==> src/rtl/pipe_adder_pkg.sv <==
// rtl/pipe_adder_pkg.sv - shared types and helpers for the pipelined adder
//
// Purpose : operation encoding and result-width helper used by the
//           interface, the top level and the bench.
// Ports   : none (package).
package pipe_adder_pkg;

    typedef enum logic [1:0] {
        OP_ADD  = 2'd0,
        OP_SUB  = 2'd1,
        OP_ACC  = 2'd2,
        OP_LOAD = 2'd3
    } op_t;

    // Results carry one extra bit above the operand width (carry/borrow).
    function automatic int result_width(input int width);
        return width + 1;
    endfunction

endpackage

==> src/rtl/pipe_adder_if.sv <==
// rtl/pipe_adder_if.sv - valid/ready stream bundle for the pipelined adder
//
// Purpose : groups the operand-side and result-side handshakes.
// Ports   : i_valid/o_ready/i_op/i_a/i_b (operand side),
//           o_valid/i_ready/o_sum/o_wrap (result side).
//           slave  = the adder, master = the producer/consumer driving it.
interface pipe_adder_if #(
    parameter int WIDTH = 16
);
    import pipe_adder_pkg::*;

    logic                           i_valid;
    logic                           o_ready;
    op_t                            i_op;
    logic [WIDTH-1:0]               i_a;
    logic [WIDTH-1:0]               i_b;
    logic                           o_valid;
    logic                           i_ready;
    logic [result_width(WIDTH)-1:0] o_sum;
    logic                           o_wrap;

    modport master (
        output i_valid, i_op, i_a, i_b, i_ready,
        input  o_ready, o_valid, o_sum, o_wrap
    );

    modport slave (
        input  i_valid, i_op, i_a, i_b, i_ready,
        output o_ready, o_valid, o_sum, o_wrap
    );

endinterface

==> src/rtl/pipe_slice.sv <==
// rtl/pipe_slice.sv - single valid/ready register slice
//
// Purpose : one elastic pipeline register; holds its payload while the
//           downstream side stalls and accepts a new beat while draining.
// Ports   : clk, rst (async, active high)
//           in_valid/in_ready/in_data   upstream handshake and payload
//           out_valid/out_ready/out_data downstream handshake and payload
module pipe_slice #(
    parameter int W = 18
) (
    input  logic         clk,
    input  logic         rst,
    input  logic         in_valid,
    output logic         in_ready,
    input  logic [W-1:0] in_data,
    output logic         out_valid,
    input  logic         out_ready,
    output logic [W-1:0] out_data
);

    logic         valid_q;
    logic [W-1:0] data_q;

    // Space exists when empty or when the current beat leaves this edge.
    assign in_ready  = !valid_q || out_ready;
    assign out_valid = valid_q;
    assign out_data  = data_q;

    always_ff @(posedge clk or posedge rst) begin
        if (rst) begin
            valid_q <= 1'b0;
            data_q  <= '0;
        end else begin
            if (in_ready) begin
                valid_q <= in_valid;
            end
            // Payload only moves with a real beat, so it stays put while stalled.
            if (in_valid && in_ready) begin
                data_q <= in_data;
            end
        end
    end

endmodule

==> src/rtl/pipe_adder.sv <==
// rtl/pipe_adder.sv - elastic pipelined add/sub/accumulate datapath
//
// Purpose : computes ADD/SUB/ACC/LOAD on the accepted beat, then carries
//           {wrap, sum} through STAGES register slices to the output.
// Ports   : clk  rising-edge clock
//           rst  asynchronous active-high reset
//           bus  pipe_adder_if.slave (operand and result handshakes)
module pipe_adder
    import pipe_adder_pkg::*;
#(
    parameter int WIDTH  = 16,
    parameter int STAGES = 2
) (
    input  logic         clk,
    input  logic         rst,
    pipe_adder_if.slave  bus
);

    localparam int RW = result_width(WIDTH);
    localparam int PW = RW + 1;

    logic [RW-1:0] acc;
    logic [RW-1:0] acc_nxt;
    logic [RW-1:0] a_ext;
    logic [RW-1:0] b_ext;
    logic [RW:0]   acc_sum;
    logic [RW-1:0] res;
    logic          wrap;
    logic          accept;
    logic          acc_we;

    logic          vld [STAGES+1];
    logic          rdy [STAGES+1];
    logic [PW-1:0] dat [STAGES+1];

    // Stage 0: operation evaluated on the incoming beat against the current
    // accumulator, so consecutive ACC beats chain without bubbles.
    always_comb begin
        a_ext   = {1'b0, bus.i_a};
        b_ext   = {1'b0, bus.i_b};
        acc_sum = {1'b0, acc} + {1'b0, a_ext};
        res     = a_ext + b_ext;
        wrap    = 1'b0;
        acc_nxt = acc;
        acc_we  = 1'b0;
        unique case (bus.i_op)
            OP_ADD: begin
                res = a_ext + b_ext;
            end
            OP_SUB: begin
                res = a_ext - b_ext;
            end
            OP_ACC: begin
                res     = acc_sum[RW-1:0];
                wrap    = acc_sum[RW];
                acc_nxt = acc_sum[RW-1:0];
                acc_we  = 1'b1;
            end
            OP_LOAD: begin
                res     = a_ext;
                acc_nxt = a_ext;
                acc_we  = 1'b1;
            end
            default: begin
                res = a_ext + b_ext;
            end
        endcase
    end

    assign accept = bus.i_valid && rdy[0];

    always_ff @(posedge clk or posedge rst) begin
        if (rst) begin
            acc <= '0;
        end else if (accept && acc_we) begin
            acc <= acc_nxt;
        end
    end

    assign vld[0]      = bus.i_valid;
    assign dat[0]      = {wrap, res};
    assign rdy[STAGES] = bus.i_ready;

    for (genvar k = 0; k < STAGES; k++) begin : g_slice
        pipe_slice #(
            .W (PW)
        ) u_slice (
            .clk       (clk),
            .rst       (rst),
            .in_valid  (vld[k]),
            .in_ready  (rdy[k]),
            .in_data   (dat[k]),
            .out_valid (vld[k+1]),
            .out_ready (rdy[k+1]),
            .out_data  (dat[k+1])
        );
    end

    // o_ready depends on slice state and i_ready only, never on i_valid.
    assign bus.o_ready = rdy[0];
    assign bus.o_valid = vld[STAGES];
    assign bus.o_wrap  = dat[STAGES][PW-1];
    assign bus.o_sum   = dat[STAGES][RW-1:0];

endmodule
==> src/flat_wrapper.sv <==
// flat-port wrapper written by rule: the top's interface ports become plain ports
module pipe_adder_flat import pipe_adder_pkg::*;
#(
    parameter int WIDTH  = 16,
    parameter int STAGES = 2
)
  (clk, rst, bus_i_valid, bus_i_op, bus_i_a, bus_i_b, bus_i_ready, bus_o_ready, bus_o_valid, bus_o_sum, bus_o_wrap);
  pipe_adder_if #(.WIDTH(WIDTH)) bus_i ();
  input  logic clk;
  input  logic rst;
  input wire logic [$bits(bus_i.i_valid)-1:0] bus_i_valid;
  input wire logic [$bits(bus_i.i_op)-1:0] bus_i_op;
  input wire logic [$bits(bus_i.i_a)-1:0] bus_i_a;
  input wire logic [$bits(bus_i.i_b)-1:0] bus_i_b;
  input wire logic [$bits(bus_i.i_ready)-1:0] bus_i_ready;
  output wire logic [$bits(bus_i.o_ready)-1:0] bus_o_ready;
  output wire logic [$bits(bus_i.o_valid)-1:0] bus_o_valid;
  output wire logic [$bits(bus_i.o_sum)-1:0] bus_o_sum;
  output wire logic [$bits(bus_i.o_wrap)-1:0] bus_o_wrap;
  assign bus_i.i_valid = bus_i_valid;
  assign bus_i.i_op = bus_i_op;
  assign bus_i.i_a = bus_i_a;
  assign bus_i.i_b = bus_i_b;
  assign bus_i.i_ready = bus_i_ready;
  assign bus_o_ready = bus_i.o_ready;
  assign bus_o_valid = bus_i.o_valid;
  assign bus_o_sum = bus_i.o_sum;
  assign bus_o_wrap = bus_i.o_wrap;
  pipe_adder #(.WIDTH(WIDTH), .STAGES(STAGES)) u_core (.clk(clk), .rst(rst), .bus(bus_i));
endmodule
==> config.mk <==
export PLATFORM = sky130hd
export DESIGN_NAME = pipe_adder_flat
export DESIGN_NICKNAME = d
export VERILOG_FILES = /design/src/rtl/pipe_adder_pkg.sv /design/src/rtl/pipe_adder_if.sv /design/src/rtl/pipe_slice.sv /design/src/rtl/pipe_adder.sv /design/src/flat_wrapper.sv
export SDC_FILE = /design/constraint.sdc
export NUM_CORES = 1
export LEC_CHECK = 0
export CORE_ASPECT_RATIO = 2
export CORE_MARGIN = 2
export CORE_UTILIZATION = 35
export DETAILED_ROUTE_END_ITERATION = 10
export GPL_ROUTABILITY_DRIVEN = 0
export PLACE_DENSITY_LB_ADDON = 0.25
export SLEW_MARGIN = 15
export SYNTH_ARGS = -nofsm -noshare
export SYNTH_HDL_FRONTEND = slang
export SYNTH_SLANG_ARGS = --single-unit
export TNS_END_PERCENT = 50
==> constraint.sdc <==
create_clock -name clk -period 2.57 [get_ports clk]
set_input_delay 0.6425 -clock clk [delete_from_list [all_inputs] [get_ports clk]]
set_output_delay 0.6425 -clock clk [all_outputs]
set_load 0.05 [all_outputs]
# Yosys cells after proc, flatten, opt, wreduce, memory -nomap -nowiden
# Index checks and enable logic that the tools add are counted.
[classes]
n_lt_le_gt_ge = 0
mux = 4
add_sub_neg = 3
shift = 0
n_mul = 0
bitwise = 0
n_div = 0
n_reduce_logical = 11
eq_ne = 3
[ops]
columns = ["op", "count"]
rows = [
  ["$pmux W17 S4", 1],
  ["$pmux W17 S2", 1],
  ["$add A17 B16 Y18", 1],
  ["$add A16 B16 Y17", 1],
  ["$sub A16 B16 Y17", 1],
  ["$eq A2 B2 Y1 const B", 2],
  ["$logic_and A1 B1 Y1", 3],
  ["$eq A2 B1 Y1 const B", 1],
  ["$logic_not A1 Y1", 2],
  ["$logic_not A2 Y1", 1],
  ["$logic_or A1 B1 Y1", 2],
  ["$mux W1", 2],
  ["$reduce_and A2 Y1", 1],
  ["$reduce_bool A2 Y1", 1],
  ["$reduce_or A2 Y1", 1],
]
[word_totals]
word_cells = 26
output_inout_bits = 20
rom_bits = 0
memories = 0
input_bits = 38
ram_bits = 0
reg_bits = 55
latch_bits = 0

# Logic depth before layout (Yosys ltp)
# Gate-level depths: netlist (run 1).
[depth]
word_depth = 6
ltp_mapped = 13
depth_no_buf = 13

# Hierarchy
# A second synthesis (run 1) with hierarchy kept.
[hier_totals]
hier_cells = 481
hier_area_um2 = 4471.8
[modules_own_cells]
columns = ["mod", "area_per_inst_um2", "seq_area_each_um2", "instances", "cells_per_inst"]
rows = [
  ["pipe_adder", 2947.8, 425.4, 1, 397],
  ["pipe_slice", 762.0, 475.5, 2, 42],
]

# Worst setup path before layout (run 1)
# No wires, ideal clock.
[synth_timing]
path_kind = "input to register"
from = "input bus_i_b[5]"
to = "register u_core.g_slice[0].u_slice.data_q[16]"
t_required_ns = 2.441
t_arrival_ns = 3.204
path_stages = 12
n_path_buf = 0
setup_ns = 0.129
setup_slack_ns = -0.763
cell_sequence = "nor4_4 -> nor4b_1 -> nor2_1 -> xnor2_1 -> ha_1 -> o21a_1 -> nor2_1 -> a211o_1 -> a211o_1 -> a21oi_1 -> nor2_1 -> a2111o_1"
[synth_between]
elab_chain_len = 2
elab_cells_between_ends = 3
classes_between = "add/sub: 2; mux: 1"
[synth_rtl]
columns = ["item", "line_no", "rtl"]
rows = [
  ["start, declared", "flat_wrapper.sv:14", "input wire logic [$bits(bus_i.i_b)-1:0] bus_i_b;"],
  ["$sub A16 B16 Y17 / $add A16 B16 Y17 (equally long branches)", "n/a", ""],
  ["$pmux W17 S4 (*)", "pipe_adder.sv:46", "unique case (bus.i_op)"],
  ["end signal, assigned", "pipe_slice.sv:39", "data_q <= in_data;"],
  ["end, declared", "pipe_slice.sv:22", "logic [W-1:0] data_q;"],
]
# Mark *: on every way between the ends. The rest lies on a longest branch, timed or not.
# A chain may end at the register's enable or synchronous reset.

# Final worst setup path (run 1)
[layout_timing]
from = "input bus_i_b[3]"
to = "register u_core.g_slice[0].u_slice.data_q[16]"
# Same word-level chain as after synthesis.

==> results.yml, run 1 <==
final_layout:
  stdcell_area_um2: 6780
  drive_gt1_share_pct: 40.0
  area_growth_pct: 54.7
  antennaDiodeCount: 0
  utilization_pct: 55.6
  fin_nets: 757
die:
  fp-row-count: 57
  floorplan.die_area_um2: 13500
  die_h_um: 162
  initial_core_util_pct: 35.9
  core_area_um2: 12200
  io_pins: 58
  die_w_um: 83.1
logic_synthesis:
  synth_seq_cells: 55
  yosysMostFrequentCell: "dfrtp_1"
  synth_top_area_share_pct: 31.4
  synth_top_area_cell: "dfrtp_1"
  synth-edff-count: 0
  async_flop_share_pct: 100
  synth_ff_type: "dfrtp_1"
  ys_seq_area_share_pct: 31.4
  yosys_warnings: 0
  synth.area.top_cells: "dfrtp_1 (31%), ha_1 (9.4%), mux2_2 (5.7%)"
  ys_top_cells_by_count: "dfrtp_1 (55), nand2_1 (51), nor2_1 (44)"
  post_synth_num_cell_types: 56
  syn_inst: 503
  synth_nets: 576
  syn_avg_cell_area_um2: 8.71
  syn_area_um2: 4380
routing:
  drtIter0Drc: 235
  firstDrtPassIters: 4
  detail-route-antenna-nets: 0
  wl_per_cell_um: 17.6
  via_per_inst: 5.41
  drc_errors: 0
  wl_um: 14600
  vias: 4500
global_routing:
  grt_pass1_vias: 4629
  grt_pass1_wl_um: 22700
  grt_overflow: 0
  grtUsageTotal_pct: 21.5
  antenna_found_initial: 0
  grt_max_degree: 56
cts:
  cts_sinks: 55
  clk_pin_slew_ns: 0.08
  cts_tree: "yes"
  numCtsBuffers: 5
  clock_path_buffers: 2
  cts_hold_buf: 0
  root_buffer: "clkbuf_16"
  clk-insertion-delay-late_ns: 0.30
  cts.htree.levels: 2
placement:
  place_area_um2: 5990
  hpwl_um: 11500
  port_buffers: 57
sta:
  fmax_mhz: 327
  fin_crit_sh_pct: 119
  worst_slew_pin_slew_ns: 0.502
  skew_ns: 0.00784
  finalWorstSetupSlack_ns: -0.489
  finalMaxSlewViolations: 0
  setup_violations: 11
  rsz0062_at_grt: "yes"
  slew_headroom_pct: 66.4
  fin_crit_ns: 3.06
  finalHoldViolations: 0
setup_path:
  r2r_end: "u_core.g_slice[0].u_slice.out_data[16]$_DFFE_PP0P_"
  cp.arrival_ns: 3.25
  path_max_fanout: 2
  start_kind: "primary input"
  reg2reg_slack_ns: 0.09
  worstSetupPathType: "primary input to flop"
  r2r-start: "u_core.acc[0]$_DFFE_PP0P_"
  ff2ff_path_depth: 10
  cp_data_required_time_ns: 2.76
  critPathCaptureType: "flop"
run:
  cap_violations: 0
power:
  p_leak_uw: 0.00309
  vdd_ir_drop_max_mv: 0.466
  p_per_area_nw_per_um2: 785
run_status:
  violations: "setup timing"
  status: "finished with violations"
worst_hold_path:
  min_to: "u_core.g_slice[0].u_slice.out_data[4]$_DFFE_PP0P_"
  min_path_type: "flop to flop"
  min_path_cells: 2
  worstHoldStart: "u_core.g_slice[0].u_slice.out_data[4]$_DFFE_PP0P_"
how the worst max path moves through the flow:
stage / from / endpoint / slack [ns] / cells past startpoint
after floorplan: bus_i_b[2] / u_core.g_slice[0].u_slice.out_data[16]$_DFFE_PP0P_ / -0.53 / 12
after global placement: bus_i_b[2] / u_core.g_slice[0].u_slice.out_data[16]$_DFFE_PP0P_ / -1.19 / 13
after detailed placement: bus_i_b[2] / u_core.g_slice[0].u_slice.out_data[16]$_DFFE_PP0P_ / -1.30 / 13
after CTS: bus_i_b[5] / u_core.g_slice[0].u_slice.out_data[16]$_DFFE_PP0P_ / -0.47 / 13
final: bus_i_b[3] / u_core.g_slice[0].u_slice.out_data[16]$_DFFE_PP0P_ / -0.49 / 15
after global routing: bus_i_b[3] / u_core.g_slice[0].u_slice.out_data[16]$_DFFE_PP0P_ / -0.66 / 12
flip-flops by register name (all words and copies together), names as in the netlist:
| name | count |
|---|---|
| u_core.acc | 17 |
| u_core.g_slice.u_slice.out_data | 36 |
| u_core.g_slice.u_slice.out_valid | 2 |
per-stage QoR:
| step | setup TNS [ns] | setup WS (ns) | hold WS [ns] | total power (uW) | std cells |
|---|---|---|---|---|---|
| finish | -3.32 | -0.489 | 0.476 | 5320 | 832 |
| global route | -5.41 | -0.656 | 0.515 | 5650 | 832 |
| CTS | -2.78 | -0.468 | 0.487 | 5190 | 830 |
| detailed placement | -20.89 | -1.30 | 0.471 | 4280 | 804 |
| global placement | -19.90 | -1.19 | 0.459 | 4220 | 804 |
| floorplan | -2.77 | -0.532 | 0.443 | 3230 | 503 |
metal layers:
metal  wire (um)  track usage [%]  up-vias
met1        4820             20.1     2136
met2        7790             40.2      132
met4        1570             19.4        0
met3         433             2.18       68
met5           0                0        -
li1            -                -     2164
logic make-up (layout without fill, tap and decap cells):
logic type	Yosys count	after routing	synth area share, %
AOI/OAI and AO/OA	146	146	21.5
buffers and inverters	52	234	5.91
adders and majority gates	35	35	10.3
xor gates and xnor gates	36	36	7.20
DFF	55	55	31.4
muxes	29	29	7.29
and+or+nand+nor	150	150	16.3
placed cells by master (no fill, tap or decap), types with 6 or more instances in the layout:
master	count
a21oi_1	24
inv_1	12
nand2b_1	6
clkdlybuf4s50_1	32
nor2_1	37
o21a_1	6
ha_4	6
nand3_1	14
buf_4	142
o21ai_0	23
o211ai_1	10
a21oi_2	17
a21o_1	8
mux2_2	21
nand2_1	50
buf_6	13
dlygate4sd2_1	13
ha_1	25
dfrtp_1	55
o21ai_1	9
xnor2_1	15
xor2_1	17
final cells by class:
cell class                      instances  area, um^2
Clock buffer                            5         125
Tap cell                              147         184
Inverter                               17        63.8
Clock inverter                          3        22.5
Timing Repair Buffer                  209        1760
Fill cell                            1110        5420
Sequential cell                        55        1380
Multi-Input combinational cell        396        3240
worst max-delay path, stage by stage:
cell and delay (ns):
buf_8 0.10, buf_4 0.13, buf_6 0.11, nor2_4 0.12
nand3_2 0.09, o21ai_2 0.13, xor2_1 0.18, ha_1 0.27
buf_6 0.13, a221oi_4 0.32, a211o_1 0.21, a21oi_2 0.08
a31oi_2 0.25, a211oi_2 0.10, a2111o_1 0.39
where the power goes:
part	internal (uW)	switching, uW	total, uW	leakage (uW)
sequential	1160	177	1340	0.000651
clock	366	341	707	0.0000742
combinational	1550	1730	3270	0.00236
total	3070	2240	5320	0.00309
timing repair:
action	CTS	global route
setup endpoints to repair	26	20
pin swaps	43	37
gates resized for setup	134	35
setup buffers	20	5
hold endpoints to repair	0	0
Power figures use the tool's default switching activity.
==> run 2: changes to the inputs <==
Settings changed: CORE_MARGIN 2 to 3, SETUP_SLACK_MARGIN set to 0.3.
==> results.yml, run 2 (synthesis results as in run 1) <==
final_layout:
  largest_reg_flops: 36
  drive_gt1_share_pct: 45.9
  area_growth_pct: 62.7
  fin_nets: 767
  layout.cells.non_filler: 842
  final_common_cell: "buf_4"
  antennaDiodeCount: 0
  final_cell_mix: "buf_4 (142), dfrtp_1 (55), nand2_1 (49)"
sta:
  setup_tns_ns: -2.88
  fin_crit_sh_pct: 120
  slew_headroom_pct: 66.1
  finalWorstSetupSlack_ns: -0.505
  skew_ns: 0.0138
  worst_slew_pin_slew_ns: 0.507
  fin_crit_ns: 3.08
  finalHoldViolations: 0
  setup_violations: 9
  finalMaxSlewViolations: 0
  rsz0062_at_grt: "yes"
  fmax_mhz: 325
run_status:
  violations: "setup timing"
  status: "finished with violations"
cts:
  clk_pin_slew_ns: 0.07
  cts_tree: "yes"
  numCtsBuffers: 5
  clock_path_buffers: 2
  root_buffer: "clkbuf_16"
  cts.htree.levels: 2
  clk-insertion-delay-late_ns: 0.30
  cts_sinks: 55
power:
  vdd_ir_drop_max_mv: 0.464
  p_leak_uw: 0.00319
  power.total_uw: 5980
  p_per_area_nw_per_um2: 839
placement:
  numPlacedInstances: 805
  hpwl_um: 11700
  port_buffers: 57
routing:
  wl_per_cell_um: 18.5
  detail-route-antenna-nets: 0
  drc_errors: 0
  drtIter0Drc: 190
  vias: 4613
  via_per_inst: 5.48
  wl_um: 15500
  firstDrtPassIters: 4
die:
  fp-row-count: 57
  die_w_um: 85.1
  die_h_um: 164
  floorplan.die_area_um2: 14000
  io_pins: 58
  initial_core_util_pct: 35.9
  core_area_um2: 12200
setup_path:
  cp.arrival_ns: 3.25
  path_max_fanout: 4
  critPathCaptureType: "flop"
  worstSetupPathType: "primary input to flop"
  cp_data_required_time_ns: 2.74
  start_kind: "primary input"
worst_hold_path:
  min_path_type: "flop to flop"
run:
  cap_violations: 0
global_routing:
  grt_pass1_wl_um: 24000
  grt_overflow: 0
  antenna_found_initial: 0
  grt_max_degree: 56
  grtUsageTotal_pct: 22.1
  grt_pass1_vias: 4761
==> run 2: cell types whose count changed in the layout (fill, tap and decap cells not counted), sizes merged <==
| cell | change |
|---|---|
| buf | +18 |
| bufinv | +1 |
| clkbuf | +4 |
| clkdlybuf4s15 | -1 |
| clkdlybuf4s50 | -4 |
| dlygate4sd2 | -6 |
| dlymetal6s2s | -1 |
| inv | -1 |
==> run 2: path summary, 6_finish.rpt <==
check / from / to / slack (ns) / depth (start not counted)
min: u_core.g_slice[0].u_slice.out_data[2]$_DFFE_PP0P_ / u_core.g_slice[0].u_slice.out_data[2]$_DFFE_PP0P_ / 0.48 / 2
min in group asynchronous: rst / u_core.g_slice[0].u_slice.out_data[1]$_DFFE_PP0P_ / 0.71 / 3
max in group asynchronous: rst / u_core.g_slice[0].u_slice.out_data[15]$_DFFE_PP0P_ / 1.59 / 3
max: bus_i_b[2] / u_core.g_slice[0].u_slice.out_data[16]$_DFFE_PP0P_ / -0.51 / 13
max reg2reg: u_core.acc[0]$_DFFE_PP0P_ / u_core.g_slice[0].u_slice.out_data[16]$_DFFE_PP0P_ / 0.03 / 10
min reg2reg: u_core.g_slice[0].u_slice.out_data[2]$_DFFE_PP0P_ / u_core.g_slice[0].u_slice.out_data[2]$_DFFE_PP0P_ / 0.48 / 2
==> run 2: report_power, final <==
group | leakage, uW | internal, uW | switching, uW
registers | 0.000651 | 1160 | 217
clock network | 0.0000838 | 461 | 332
logic | 0.00245 | 1870 | 1930
total | 0.00319 | 3490 | 2480
==> run 2: what timing repair did <==
action | 4_1_cts | 5_1_grt
setup endpoints to repair | 34 | 27
buffers inserted | 19 | 10
hold buffers | 0 | 0
resized for setup | 196 | 67
pin swaps | 78 | 68
==> run 2: area by class of cell <==
type / count / area (um^2)
tap: 147 / 184
fill: 1008 / 5070
clock inverter: 3 / 43.8
clock buffer: 5 / 125
inverter: 17 / 66.3
sequential: 55 / 1380
timing repair buffer: 219 / 1850
multi-input combinational: 396 / 3480
==> run 2: per-stage QoR <==
stage	util (%)	hold slack [ns]	cell area, um^2	setup WS, ns
final	58.4	0.478	7120	-0.505
after global routing	58.4	0.517	7120	-0.673
after CTS	56.3	0.490	6870	-0.559
after detailed placement	49.3	0.470	6010	-1.23
after global placement	49.3	0.459	6010	-1.10
after floorplan	-	0.443	4470	-0.532
==> run 2: routing by layer <==
layer	wire [um]	GRT usage [%]	vias up
li1	-	-	2178
met1	5110	21.3	2214
met2	8510	41.3	155
met3	481	2.01	66
met4	1440	18.1	0
met5	0	0	-
==> run 2: critical path, cell delays in order <==
cell	delay [ns]
buf_6	0.10
nor4_4	0.27
buf_4	0.16
nand3b_4	0.08
or3b_4	0.41
nand2_1	0.09
xor2_1	0.07
ha_2	0.20
buf_4	0.15
a211o_1	0.30
a211oi_2	0.26
a211oi_2	0.10
a2111o_1	0.39
==> run 3: changes to the inputs <==
Settings changed: CAP_MARGIN set to 20, CORE_ASPECT_RATIO 2 to 1.2, CORE_MARGIN 3 to 10.
==> results.yml, run 3 (synthesis results as in run 1) <==
placement:
  port_buffers: 57
  hpwl_um: 10300
  place_area_um2: 5970
  numPlacedInstances: 808
  dp_slack_ns: -1.21
final_layout:
  drive_gt1_share_pct: 43.3
  antennaDiodeCount: 0
  fin_nets: 747
  area_growth_pct: 60.2
  final_cell_mix: "buf_4 (121), dfrtp_1 (55), nand2_1 (47)"
  utilization_pct: 57.7
  layout.cells.non_filler: 836
  stdcell_area_um2: 7010
  final_common_cell: "buf_4"
  largest_reg_flops: 36
routing:
  detail-route-antenna-nets: 0
  vias: 4427
  wl_um: 13800
  via_per_inst: 5.30
  drtIter0Drc: 278
  wl_per_cell_um: 16.5
  firstDrtPassIters: 5
  drc_errors: 0
sta:
  finalMaxSlewViolations: 0
  skew_ns: 0.00932
  worst_slew_pin_slew_ns: 0.511
  rsz0062_at_grt: "yes"
  finalHoldViolations: 0
  finalWorstSetupSlack_ns: -0.542
  fmax_mhz: 321
  setup_violations: 10
  slew_headroom_pct: 65.8
  fin_crit_sh_pct: 121
  fin_crit_ns: 3.11
die:
  fp-row-count: 44
  initial_core_util_pct: 36.0
  io_pins: 58
  floorplan.die_area_um2: 17400
  core_area_um2: 12200
  die_w_um: 122
  die_h_um: 143
setup_path:
  cp_data_required_time_ns: 2.75
  reg2reg_slack_ns: 0.04
  cp.arrival_ns: 3.29
  start_kind: "primary input"
  path_max_fanout: 2
  worstSetupPathType: "primary input to flop"
  critPathCaptureType: "flop"
global_routing:
  grtUsageTotal_pct: 15.4
  grt_overflow: 0
  antenna_found_initial: 0
  grt_pass1_vias: 4545
  grt_pass1_wl_um: 22000
  grt_max_degree: 56
worst_hold_path:
  min_path_type: "flop to flop"
cts:
  cts.htree.levels: 2
  clk-insertion-delay-late_ns: 0.29
  root_buffer: "clkbuf_16"
  numCtsBuffers: 5
  cts_tree: "yes"
  cts_hold_buf: 0
  cts_sinks: 55
  clock_path_buffers: 2
  clk_pin_slew_ns: 0.07
run_status:
  status: "finished with violations"
  violations: "setup timing"
run:
  cap_violations: 0
power:
  power.total_uw: 5450
  p_leak_uw: 0.00305
  p_sw_uw: 2290
  internal_power_uw: 3160
  seqPwrFrac_pct: 24.9
  p_sw_share_pct: 42.0
  p_per_area_nw_per_um2: 777
  vdd_ir_drop_max_mv: 0.352
  pwr-share-clk_pct: 12.2
  combPwrFrac_pct: 62.9
## run 3: power groups by stage
stage | Clock [uW] | Combinational [uW] | Sequential [uW]
2_1_floorplan | 0 | 1940 | 1300
3_3_place_gp | 0 | 2780 | 1330
3_5_place_dp | 0 | 2840 | 1350
4_1_cts | 701 | 3230 | 1350
5_1_grt | 727 | 3680 | 1400
6_report | 667 | 3430 | 1360
## run 3: worst max-delay path, cell delays in order
cell	delay (ns)
buf_8	0.10
nor4_4	0.31
buf_4	0.19
buf_4	0.10
buf_4	0.10
a21oi_2	0.05
xnor2_1	0.13
ha_1	0.32
o21a_1	0.15
nor2_2	0.05
a211o_1	0.27
a211o_1	0.31
a21oi_2	0.17
nor2_1	0.07
a2111o_1	0.33
## run 3: layout make-up
| type | instances | area, um^2 |
|---|---|---|
| Fill cell | 1028 | 5150 |
| Multi-Input combinational cell | 396 | 3490 |
| Timing Repair Buffer | 199 | 1740 |
| Sequential cell | 55 | 1380 |
| Tap cell | 161 | 201 |
| Clock buffer | 5 | 125 |
| Inverter | 17 | 66.3 |
| Clock inverter | 3 | 20.0 |
## run 3: worst paths after layout
check / start / to / depth (start not counted)
max in group asynchronous: rst / u_core.acc[2]$_DFFE_PP0P_ / 3
worst max-delay path: bus_i_b[2] / u_core.g_slice[0].u_slice.out_data[16]$_DFFE_PP0P_ / 15
worst min register to register: u_core.acc[15]$_DFFE_PP0P_ / u_core.acc[15]$_DFFE_PP0P_ / 2
worst max register to register: u_core.acc[0]$_DFFE_PP0P_ / u_core.g_slice[0].u_slice.out_data[16]$_DFFE_PP0P_ / 10
min in group asynchronous: rst / u_core.g_slice[0].u_slice.out_data[9]$_DFFE_PP0P_ / 3
worst min-delay path: u_core.acc[15]$_DFFE_PP0P_ / u_core.acc[15]$_DFFE_PP0P_ / 2
## run 3: repair_timing
action / 4_1_cts / 5_1_grt
pin swaps: 75 / 60
endpoints found under the hold margin: 0 / 0
gates resized for setup: 192 / 48
buffers inserted: 15 / 5
setup endpoints to repair: 30 / 25
## run 3: layer usage
layer | global-route usage [%] | vias up | share of wire, %
li1 | - | 2152 | -
met1 | 18.8 | 2102 | 42
met2 | 26.9 | 138 | 50
met3 | 1.63 | 35 | 4.4
met4 | 6.40 | 0 | 3.4
met5 | 0 | - | 0
## run 3: stage by stage
stage,TNS (ns),hold slack [ns]
5_1_grt,-4.46,0.501
6_report,-3.67,0.480
4_1_cts,-2.80,0.481
3_3_place_gp,-18.35,0.458
2_1_floorplan,-2.69,0.443
3_5_place_dp,-19.42,0.464
